<file path="config.mk">
export PLATFORM = sky130hd
export DESIGN_NAME = adder_operand_stager
export DESIGN_NICKNAME = d
export VERILOG_FILES = /design/src/rtl/adder_stager_pkg.sv /design/src/rtl/stager_byte_deser.sv /design/src/rtl/adder_operand_stager.sv
export SDC_FILE = /design/constraint.sdc
export NUM_CORES = 1
export LEC_CHECK = 0
export CAP_MARGIN = 0
export CORE_AREA = 8 8 143 105
export DETAILED_ROUTE_END_ITERATION = 10
export DIE_AREA = 0 0 151 113
export PLACE_DENSITY = 0.76
export SLEW_MARGIN = 20
export SYNTH_ARGS = -nofsm -noshare
export SYNTH_HDL_FRONTEND = slang
export SYNTH_HIERARCHICAL = 1
export SYNTH_SLANG_ARGS = --single-unit
</file>
<file path="constraint.sdc">
create_clock -name clk -period 3.44 [get_ports clk]
set_input_delay 0.344 -clock clk [delete_from_list [all_inputs] [get_ports clk]]
set_output_delay 0.344 -clock clk [all_outputs]
set_load 0.005 [all_outputs]
</file>
<file path="src/rtl/adder_stager_pkg.sv">
// Shared types and sizing helpers for the byte-serial operand stager
// that feeds the external 32-bit full adder.
package adder_stager_pkg;

   typedef enum logic [1:0] {
      ST_COLLECT = 2'd0,
      ST_COMPUTE = 2'd1,
      ST_HOLD    = 2'd2
   } state_e;

   // Bytes per transaction: a, then b, then one carry-in byte.
   function automatic int calc_nb(input int data_w);
      return 2 * (data_w / 8) + 1;
   endfunction

   function automatic int calc_idx_w(input int data_w);
      return $clog2(calc_nb(data_w));
   endfunction

endpackage

</file>
<file path="src/rtl/stager_byte_deser.sv">
// Byte index counter that writes each accepted byte straight into its slice
// of the a/b/cin operand registers and flags completion of a transaction.
module stager_byte_deser
   import adder_stager_pkg::*;
#(
   parameter int DATA_W = 32,
   parameter int NB     = calc_nb(DATA_W),
   parameter int IDX_W  = calc_idx_w(DATA_W)
) (
   input  logic              clk,
   input  logic              rst_n,
   input  logic [7:0]        in_data,
   input  logic              accept,
   output logic [DATA_W-1:0] op_a,
   output logic [DATA_W-1:0] op_b,
   output logic              op_cin,
   output logic              done,
   output logic              cin_bad
);

   localparam int NA = DATA_W / 8;

   logic [IDX_W-1:0] idx;
   logic             last;

   assign last    = accept && (idx == IDX_W'(NB - 1));
   assign cin_bad = last && (|in_data[7:1]);

   // done is registered so the FSM leaves COLLECT one edge after the last byte.
   always_ff @(posedge clk or negedge rst_n) begin
      if (!rst_n) begin
         idx    <= '0;
         op_a   <= '0;
         op_b   <= '0;
         op_cin <= 1'b0;
         done   <= 1'b0;
      end else begin
         done <= last;
         if (accept) begin
            idx <= last ? '0 : idx + IDX_W'(1);
            for (int i = 0; i < NA; i++) begin
               if (idx == IDX_W'(i))      op_a[8*i +: 8] <= in_data;
               if (idx == IDX_W'(NA + i)) op_b[8*i +: 8] <= in_data;
            end
            if (last) op_cin <= in_data[0];
         end
      end
   end

endmodule

</file>
<file path="src/rtl/adder_operand_stager.sv">
// Sequential wrapper around a combinational adder: collects operands from a
// byte stream, drives them to the adder, and returns {cout,sum} on valid/ready.
module adder_operand_stager
   import adder_stager_pkg::*;
#(
   parameter int DATA_W = 32,
   parameter int CNT_W  = 16
) (
   input  logic              clk,
   input  logic              rst_n,
   input  logic [7:0]        in_data,
   input  logic              in_valid,
   output logic              in_ready,
   output logic [DATA_W-1:0] op_a,
   output logic [DATA_W-1:0] op_b,
   output logic              op_cin,
   input  logic [DATA_W-1:0] add_sum,
   input  logic              add_cout,
   output logic [DATA_W:0]   out_data,
   output logic              out_valid,
   input  logic              out_ready,
   output logic [CNT_W-1:0]  txn_count,
   output logic              cin_err,
   output logic [1:0]        state_dbg
);

   generate
      if (DATA_W % 8 != 0) begin : g_bad_width
         $error("adder_operand_stager: DATA_W must be a multiple of 8");
      end
   endgenerate

   // Handshakes: a byte moves when in_valid && in_ready at a rising edge;
   // a result moves when out_valid && out_ready. Either side may stall freely.
   state_e state;
   logic   done;
   logic   cin_bad;
   logic   accept;

   assign in_ready  = (state == ST_COLLECT) && !done;
   assign accept    = in_valid && in_ready;
   assign state_dbg = state;

   stager_byte_deser #(
      .DATA_W (DATA_W)
   ) u_deser (
      .clk     (clk),
      .rst_n   (rst_n),
      .in_data (in_data),
      .accept  (accept),
      .op_a    (op_a),
      .op_b    (op_b),
      .op_cin  (op_cin),
      .done    (done),
      .cin_bad (cin_bad)
   );

   always_ff @(posedge clk or negedge rst_n) begin
      if (!rst_n) begin
         state     <= ST_COLLECT;
         out_data  <= '0;
         out_valid <= 1'b0;
         txn_count <= '0;
         cin_err   <= 1'b0;
      end else begin
         if (cin_bad) cin_err <= 1'b1;
         case (state)
            ST_COLLECT: begin
               if (done) state <= ST_COMPUTE;
            end
            ST_COMPUTE: begin
               out_data  <= {add_cout, add_sum};
               out_valid <= 1'b1;
               state     <= ST_HOLD;
            end
            ST_HOLD: begin
               if (out_ready) begin
                  out_valid <= 1'b0;
                  txn_count <= txn_count + CNT_W'(1);
                  state     <= ST_COLLECT;
               end
            end
            default: state <= ST_COLLECT;
         endcase
      end
   end

endmodule

</file>
==> run_results.csv, run 1 <==
group,metric,value,unit
placed_design,placed_area,6741,um^2
detailed_routing,drt_iter0_drc,86,
power_and_ir_drop,p_leak,0.003184,uW
floorplanning,ioPinCount,164,
logic_synthesis,ys.flop_type,"dfrtp_1",
cts,cts_tree,"built",
setup_path,r2r_cells,5,
power_and_ir_drop,peakVddDrop,0.4405,mV
global_routing,grt_pass1_vias,3576,
floorplanning,initial_core_util,38.86,%
logic_synthesis,yosysMostFrequentCell,"dfrtp_1",
cts,cts_sinks,123,
detailed_routing,wl_met2,5.935,mm
logic_synthesis,ys_top_cells_by_count,"dfrtp_1, mux2_2, nand2_1, xor2_1",
setup_path,critical_path_buf_inv_count,0,
setup_path,critPathLaunch,"state_dbg[1]",
detailed_routing,routed_wl,12.32,mm
logic_synthesis,synth_area,4969,um^2
setup_path,cp.arrival,2.73,ns
detailed_routing,maxUsedRoutingLayer,"met4",
logic_synthesis,synth_area_per_cell,15.38,um^2
setup_path,crit_path_max_fanout,11,
timing,finClkSkew,0.009820,ns
detailed_routing,vias,3202,
logic_synthesis,netlist.area_leader.share,61.95,%
cells_and_area,nets,547,
global_routing,grt_pass1_wl,19.58,mm
logic_synthesis,yosys.area.top_type,"dfrtp_1",
detailed_routing,wire_per_inst,18.23,um
setup_path,cp_top_family,"simple AND/OR/NAND/NOR gates",
timing,fmax,408.0,MHz
timing,rsz0062_at_grt,"false",
logic_synthesis,synth_edf_count,0,
cells_and_area,fin_area,7351,um^2
logic_synthesis,async_reset_ff_share,100.0,%
placed_design,place_ws,0.9730,ns
global_routing,antenna_found_initial,0,
logic_synthesis,synthesis.nets,373,
timing,setup_viol,0,
detailed_routing,routed_via_density,4.737,
cells_and_area,layout-drive-gt1-share,30.39,%
setup_path,crit_chain,"nor3_1 -> and2_1 -> nor2b_4 -> and3b_2 -> mux2_2",
detailed_routing,drt.antenna.violating_nets,0,
setup_path,crit_slowest_cell,"and2_1",
setup_path,crit_cells,5,
logic_synthesis,synth_seq_cells,123,
cells_and_area,synthToLayoutAreaGrowth,47.95,%
timing,tns,0,ns
power_and_ir_drop,powerDensity,912.8,nW/um^2
cts,clockBufferDepth,2,
timing,hold_violations,0,
floorplanning,dieHeight,113,um
floorplanning,fp-row-count,35,
logic_synthesis,synthCells,323,
global_routing,grt_max_degree,74,
cts,htreeDepth,4,
setup_path,critPathLaunchType,"register",
placed_design,port_buffers,163,
setup_path,critical_path_class,"reg2reg",
cts,cts_root_buf,"clkbuf_16",
setup_path,required,3.72,ns
setup_path,ff2ff_setup_slack,0.99,ns
floorplanning,dieArea,17060,um^2
flow_run,maxCapViolations,0,
setup_path,timing.rr.end,"u_deser/op_a[5]",
cts,hold_buffers,0,
timing,tightest_slew,0.9519,ns
cts,clkLatencyLatePin,0.40,ns
cells_and_area,n_antenna_cell,0,
logic_synthesis,yosysUniqueCellTypes,37,
timing,min_period_over_period,71.26,%
power_and_ir_drop,power,6710,uW
global_routing,grt.overflow.total,0,
setup_path,max_stage_delay,0.57,ns
floorplanning,core,12790,um^2
placed_design,place.gp.congestion,0.7591,
detailed_routing,drt_first_pass_iters,4,
setup_path,crit_end,"u_deser/op_a[5]",
cts,path_clk_slew,0.06,ns
setup_path,crit_path_end_kind,"register",
timing,period_needed,2.451,ns
timing,slew-limit-headroom,36.40,%
floorplanning,die_w,151,um
timing,worst_slack,0.9888,ns
cts,cts_buffers,17,
global_routing,grt_usage,14.72,%
logic_synthesis,ys_seq_area_share,61.95,%
cts,post_cts_buffers,0,
timing,drv_slew,0,
detailed_routing,met1Wirelength,5.329,mm
logic_synthesis,yosysWarnings,6,
detailed_routing,drcViolationCount,0,
status,outcome,"completed",
cts,post_cts_resized,0,
detailed_routing,wl_met3,1.002,mm
hold_path,min-delay-path-class,"in2async",
setup_path,timing.rr.start,"state_dbg[1]",
logic_synthesis,yosys-top-cells-area,"dfrtp_1, mux2_2, xor2_1",
placed_design,place_hpwl,9.246,mm
## power by group
part | internal [uW] | switching [uW]
Combinational | 1660 | 770
Clock | 1160 | 639
Sequential | 2080 | 401
## layout make-up
cell class | instances | area [um^2]
Sequential cell | 123 | 3078
Multi-Input combinational cell | 184 | 1785
Tap cell | 166 | 207.7
Clock buffer | 18 | 439.2
Fill cell | 1033 | 5436
Clock inverter | 14 | 170.2
Inverter | 5 | 18.77
Timing Repair Buffer | 166 | 1652
## registers in the layout, summed over array words and instances (netlist names), 2 cells and up
name,flops
txn_count,16
u_deser/op_b,32
u_deser/op_a,32
state_dbg,2
u_deser/idx,4
out_data,33
## layout by cell type (no fill, tap or decap), drive strengths merged, types with 3 or more instances in the layout
cell           count
buf                4
bufinv             3
clkbuf            18
clkdlybuf4s50    162
clkinv             6
clkinvlp           3
dfrtp            123
ha                 5
inv                7
mux2             101
nand2             14
nand3              8
nor2               7
nor2b              3
nor3               8
nor4               3
xnor2              7
xor2               9
## cells by family after synthesis
family	count (synthesis)	share of synthesized area (%)
fa+ha+maj	5	1.259
buf+inv	16	2.266
simple gates	56	7.907
compound gates	6	0.7556
flops	123	61.95
mux	101	23.04
xor+xnor	16	2.821
## stage by stage
stage / hold slack [ns] / util (%) / std cells
after global routing: 0.1132 / 57.49 / 676
after floorplan: 0.04841 / - / 323
after global placement: 0.4563 / 52.72 / 644
after detailed placement: 0.4589 / 52.72 / 644
final: 0.05970 / 57.49 / 676
after CTS: 0.1047 / 57.49 / 676
## worst min path at each step
| stage | start | to | slack [ns] | depth (start not counted) |
|---|---|---|---|---|
| floorplan | rst_n | cin_err | 0.05 | 0 |
| CTS | rst_n | out_data[30] | 0.10 | 1 |
| global route | rst_n | out_data[30] | 0.11 | 1 |
| finish | rst_n | out_data[30] | 0.06 | 1 |
| detailed placement | cin_err | cin_err | 0.46 | 1 |
| global placement | cin_err | cin_err | 0.46 | 1 |
## layer usage
layer  vias up  track usage, %
met5         -               0
li1       1483               -
met2        99           23.59
met3         2           5.662
met4         0           4.142
met1      1618           18.13
No activity file was read; power rests on OpenSTA's default activity.
==> inputs of run 2 (changes only) <==
Settings changed: PLACE_DENSITY 0.76 to 0.79.
Clock period 3.44 ns to 2.2 ns, I/O delays scaled along.
==> run_results.csv, run 2 (synthesized netlist as in run 1, its figures left out) <==
group,metric,value,unit
timing,min_period_over_period,87.43,%
timing,period_needed,1.924,ns
setup_path,crit_cells,6,
cells_and_area,layout-drive-gt1-share,31.09,%
timing,fmax,519.9,MHz
timing,tns,0,ns
cts,cts_buffers,17,
cts,cts_sinks,123,
setup_path,timing.rr.end,"u_deser/op_a[13]",
detailed_routing,drt.antenna.violating_nets,0,
cells_and_area,mostFrequentLayoutCells,"clkdlybuf4s50_1, dfrtp_1, mux2_2",
global_routing,grt_usage,14.69,%
detailed_routing,routed_via_density,4.678,
global_routing,grt_max_degree,47,
floorplanning,ioPinCount,164,
cells_and_area,nets,558,
flow_run,maxCapViolations,0,
cts,path_clk_slew,0.05,ns
setup_path,timing.rr.start,"state_dbg[0]",
floorplanning,dieHeight,113,um
placed_design,place.gp.congestion,0.7591,
setup_path,cp_top_family,"simple AND/OR/NAND/NOR gates",
cells_and_area,top_register,"out_data",
cts,htreeDepth,4,
floorplanning,die_w,151,um
status,outcome,"completed",
detailed_routing,drcViolationCount,0,
setup_path,crit_path_end_kind,"register",
timing,finClkSkew,0.006298,ns
timing,drv_slew,0,
power_and_ir_drop,p_leak,0.003247,uW
floorplanning,initial_core_util,38.86,%
global_routing,antenna_found_initial,0,
cells_and_area,largestRegisters,"out_data (33), u_deser/op_a (32), u_deser/op_b (32)",
setup_path,critical_path_buf_inv_count,1,
detailed_routing,drt_iter0_drc,152,
cts,clkLatencyLatePin,0.40,ns
floorplanning,fp-row-count,35,
cts,cts_root_buf,"clkbuf_16",
global_routing,grt.overflow.total,0,
setup_path,critical_path_class,"reg2reg",
timing,hold_violations,0,
setup_path,crit_chain,"nor3_1 -> and2_1 -> buf_4 -> nand2_4 -> nor3_4 -> mux2_2",
placed_design,dp.cells,654,
floorplanning,dieArea,17060,um^2
placed_design,place_hpwl,9.249,mm
cts,clockBufferDepth,2,
setup_path,r2r_cells,6,
setup_path,ff2ff_setup_slack,0.28,ns
cells_and_area,finalNonFillerCells,687,
timing,slew-limit-headroom,64.40,%
setup_path,max_stage_delay,0.39,ns
setup_path,crit_slowest_cell,"mux2_2",
detailed_routing,vias,3214,
setup_path,critPathLaunch,"state_dbg[0]",
setup_path,critPathLaunchType,"register",
cells_and_area,synthToLayoutAreaGrowth,50.16,%
floorplanning,core,12790,um^2
setup_path,required,2.48,ns
cells_and_area,largest_reg_flops,33,
timing,setup_viol,0,
cts,cts_tree,"built",
timing,tightest_slew,0.5292,ns
cells_and_area,n_antenna_cell,0,
cells_and_area,final_common_cell,"clkdlybuf4s50_1",
global_routing,grt_pass1_vias,3530,
timing,rsz0062_at_grt,"false",
placed_design,port_buffers,163,
global_routing,grt_pass1_wl,19.49,mm
detailed_routing,wire_per_inst,17.80,um
detailed_routing,routed_wl,12.23,mm
hold_path,min-delay-path-class,"in2async",
cts,post_cts_buffers,0,
detailed_routing,drt_first_pass_iters,3,
power_and_ir_drop,peakVddDrop,0.6955,mV
setup_path,crit_path_max_fanout,10,
setup_path,cp.arrival,2.21,ns
power_and_ir_drop,powerDensity,1413,nW/um^2
setup_path,crit_end,"u_deser/op_a[13]",
-- run 2: metrics by stage --
stage	hold WS, ns	cell area, um^2	worst slack [ns]	util, %	power (uW)
floorplan	-0.07559	4969	0.3209	-	5344
global placement	0.2190	6842	0.2238	53.50	7688
detailed placement	0.2189	6842	0.1895	53.50	7818
CTS	0.3229	7461	0.2501	58.35	10740
global route	0.3612	7461	0.1595	58.35	11170
finish	0.3216	7461	0.2765	58.35	10540
-- run 2: worst min path at each step --
stage	depth (start not counted)	slack [ns]	to	startpoint
floorplan	0	-0.08	cin_err	rst_n
global placement	1	0.22	out_data[1]	rst_n
detailed placement	1	0.22	out_data[3]	rst_n
CTS	2	0.32	out_data[3]	rst_n
global route	2	0.36	out_data[5]	rst_n
finish	2	0.32	out_data[5]	rst_n
-- run 2: layout make-up --
class	count	area, um^2
Fill cell	1020	5326
Sequential cell	123	3078
Multi-Input combinational cell	184	1785
Timing Repair Buffer	177	1762
Clock buffer	20	436.7
Tap cell	166	207.7
Clock inverter	12	172.7
Inverter	5	18.77
-- run 2: timing repair --
action                    in CTS  in global routing
resized for setup              0                  0
hold endpoints to repair      34                  0
hold buffers                   1                  0
-- run 2: power breakdown --
part | internal, uW | switching (uW)
clock network | 1890 | 950
logic | 2630 | 1220
registers | 3250 | 606
-- run 2: per-layer routing --
layer / wire length, um / up-vias / track usage [%]
li1: - / 1496 / -
met1: 5376 / 1600 / 18.29
met2: 5631 / 107 / 22.55
met3: 1068 / 11 / 5.502
met4: 155 / 0 / 6.049
met5: 0 / - / 0
==> inputs of run 3 (changes only) <==
Settings changed: CORE_AREA 8 8 143 105 to 8 8 152 111, DIE_AREA 0 0 151 113 to 0 0 160 119, PLACE_DENSITY 0.79 to 0.69.
Clock period 2.2 ns to 1.9 ns, I/O delays scaled along.
==> run_results.csv, run 3 (synthesized netlist as in run 1, its figures left out) <==
group,metric,value,unit
cts,cts_root_buf,"clkbuf_16",
detailed_routing,drt_iter0_drc,78,
timing,finClkSkew,0.01061,ns
setup_path,crit_path_max_fanout,8,
power_and_ir_drop,powerDensity,1595,nW/um^2
setup_path,crit_chain,"nor3_2 -> and2_4 -> nor2b_4 -> and3b_2 -> mux2_2",
detailed_routing,drt.antenna.violating_nets,0,
cells_and_area,nets,566,
cells_and_area,final_common_cell,"clkdlybuf4s50_1",
setup_path,crit_slowest_cell,"dfrtp_1",
detailed_routing,wl_met3,958,um
detailed_routing,routed_wl,12.88,mm
floorplanning,die_w,160,um
placed_design,place_hpwl,9.721,mm
cts,path_clk_slew,0.06,ns
setup_path,cp.arrival,2.12,ns
setup_path,required,2.18,ns
timing,holdWs,0.2768,ns
setup_path,critical_path_buf_inv_count,0,
setup_path,cp_top_family,"simple AND/OR/NAND/NOR gates",
cts,cts_tree,"built",
detailed_routing,vias,3268,
cells_and_area,synthToLayoutAreaGrowth,52.28,%
setup_path,critical_path_class,"reg2reg",
global_routing,grt_usage,13.65,%
cts,cts_buffers,17,
cells_and_area,top_register,"out_data",
cts,clkLatencyLatePin,0.40,ns
timing,period_needed,1.842,ns
timing,min_period_over_period,96.94,%
detailed_routing,wl_met2,6.039,mm
global_routing,grt_pass1_wl,20.57,mm
floorplanning,initial_core_util,34.40,%
timing,rsz0062_at_grt,"false",
setup_path,timing.rr.start,"state_dbg[0]",
floorplanning,fp-row-count,37,
setup_path,r2r_cells,5,
global_routing,antenna_found_initial,0,
timing,drv_slew,0,
floorplanning,dieHeight,119,um
global_routing,grt_pass1_vias,3659,
timing,setup_viol,0,
setup_path,crit_path_end_kind,"register",
timing,slew-limit-headroom,66.73,%
cells_and_area,largest_reg_flops,33,
floorplanning,dieArea,19040,um^2
power_and_ir_drop,power,12070,uW
detailed_routing,met1Wirelength,5.741,mm
cells_and_area,layout-drive-gt1-share,32.89,%
setup_path,crit_cells,5,
cells_and_area,n_antenna_cell,0,
hold_path,min-delay-path-class,"in2async",
cells_and_area,mostFrequentLayoutCells,"clkdlybuf4s50_1, dfrtp_1, mux2_2",
setup_path,ff2ff_setup_slack,0.06,ns
detailed_routing,routed_via_density,4.514,
cts,clockBufferDepth,2,
setup_path,max_stage_delay,0.39,ns
setup_path,timing.rr.end,"u_deser/op_a[29]",
power_and_ir_drop,peakVddDrop,0.6963,mV
timing,hold_violations,0,
detailed_routing,maxUsedRoutingLayer,"met4",
placed_design,place.gp.congestion,0.7924,
setup_path,critPathLaunchType,"register",
power_and_ir_drop,p_leak,0.003270,uW
detailed_routing,drt_first_pass_iters,4,
global_routing,grt_max_degree,44,
floorplanning,core,14440,um^2
cells_and_area,largestRegisters,"out_data (33), u_deser/op_a (32), u_deser/op_b (32)",
timing,fmax,543.0,MHz
placed_design,port_buffers,163,
floorplanning,ioPinCount,164,
status,outcome,"completed",
cts,cts_sinks,123,
global_routing,grt.overflow.total,0,
timing,tightest_slew,0.4990,ns
detailed_routing,drcViolationCount,0,
flow_run,maxCapViolations,0,
detailed_routing,wire_per_inst,17.79,um
cts,htreeDepth,4,
-- run 3: cell type report --
type / instances / area, um^2
clock buffers: 20 / 456.7
clock inverters: 12 / 116.4
fillers: 1246 / 6878
inverters: 5 / 18.77
multi-input cells: 184 / 1793
flip-flops and latches: 123 / 3078
well taps: 195 / 244.0
repair buffers: 185 / 1859
-- run 3: report_power, final --
part	internal [uW]	total [uW]	leakage (uW)	switching, uW
clock network	1880	3040	0.000265	1170
logic	3100	4520	0.00147	1420
registers	3760	4510	0.00153	741
-- run 3: worst max-delay path by stage --
stage,startpoint,endpoint
final,state_dbg[0],u_deser/op_a[29]
after global routing,state_dbg[0],u_deser/op_a[3]
after CTS,state_dbg[0],u_deser/op_a[29]
after detailed placement,state_dbg[0],u_deser/op_a[29]
after global placement,state_dbg[0],u_deser/op_a[29]
after floorplan,state_dbg[1],u_deser/op_a[10]
-- run 3: per-stage QoR --
stage	instances	instance area, um^2	utilization (%)	TNS (ns)	setup WS, ns
floorplan	323	4969	-	0	0.02094
global placement	691	6975	48.29	-0.1078	-0.008025
detailed placement	691	6975	48.29	-0.003456	-0.002147
CTS	724	7561	52.35	0	0.02309
global route	724	7566	52.38	0	0.001917
finish	724	7566	52.38	0	0.05823
-- run 3: repair_timing --
| action | 4_1_cts | 5_1_grt |
|---|---|---|
| gates resized for setup | 1 | 1 |
| setup buffers | 0 | 0 |
| hold buffers | 1 | 0 |
| endpoints found under the setup margin | 11 | 28 |
| endpoints found under the hold margin | 26 | 0 |
| pin swaps | 1 | 1 |
-- run 3: worst register-to-register path, cell delays in order, from the launching register on --
cell and delay [ns]:
dfrtp_1 0.39, nor3_2 0.25, and2_4 0.20, nor2b_4 0.19, and3b_2 0.33, mux2_2 0.37
-- run 3: routing by layer --
layer	GRT usage, %	vias up
met5	0	-
met4	5.239	0
met3	5.058	11
met2	21.41	112
met1	16.95	1629
li1	-	1516
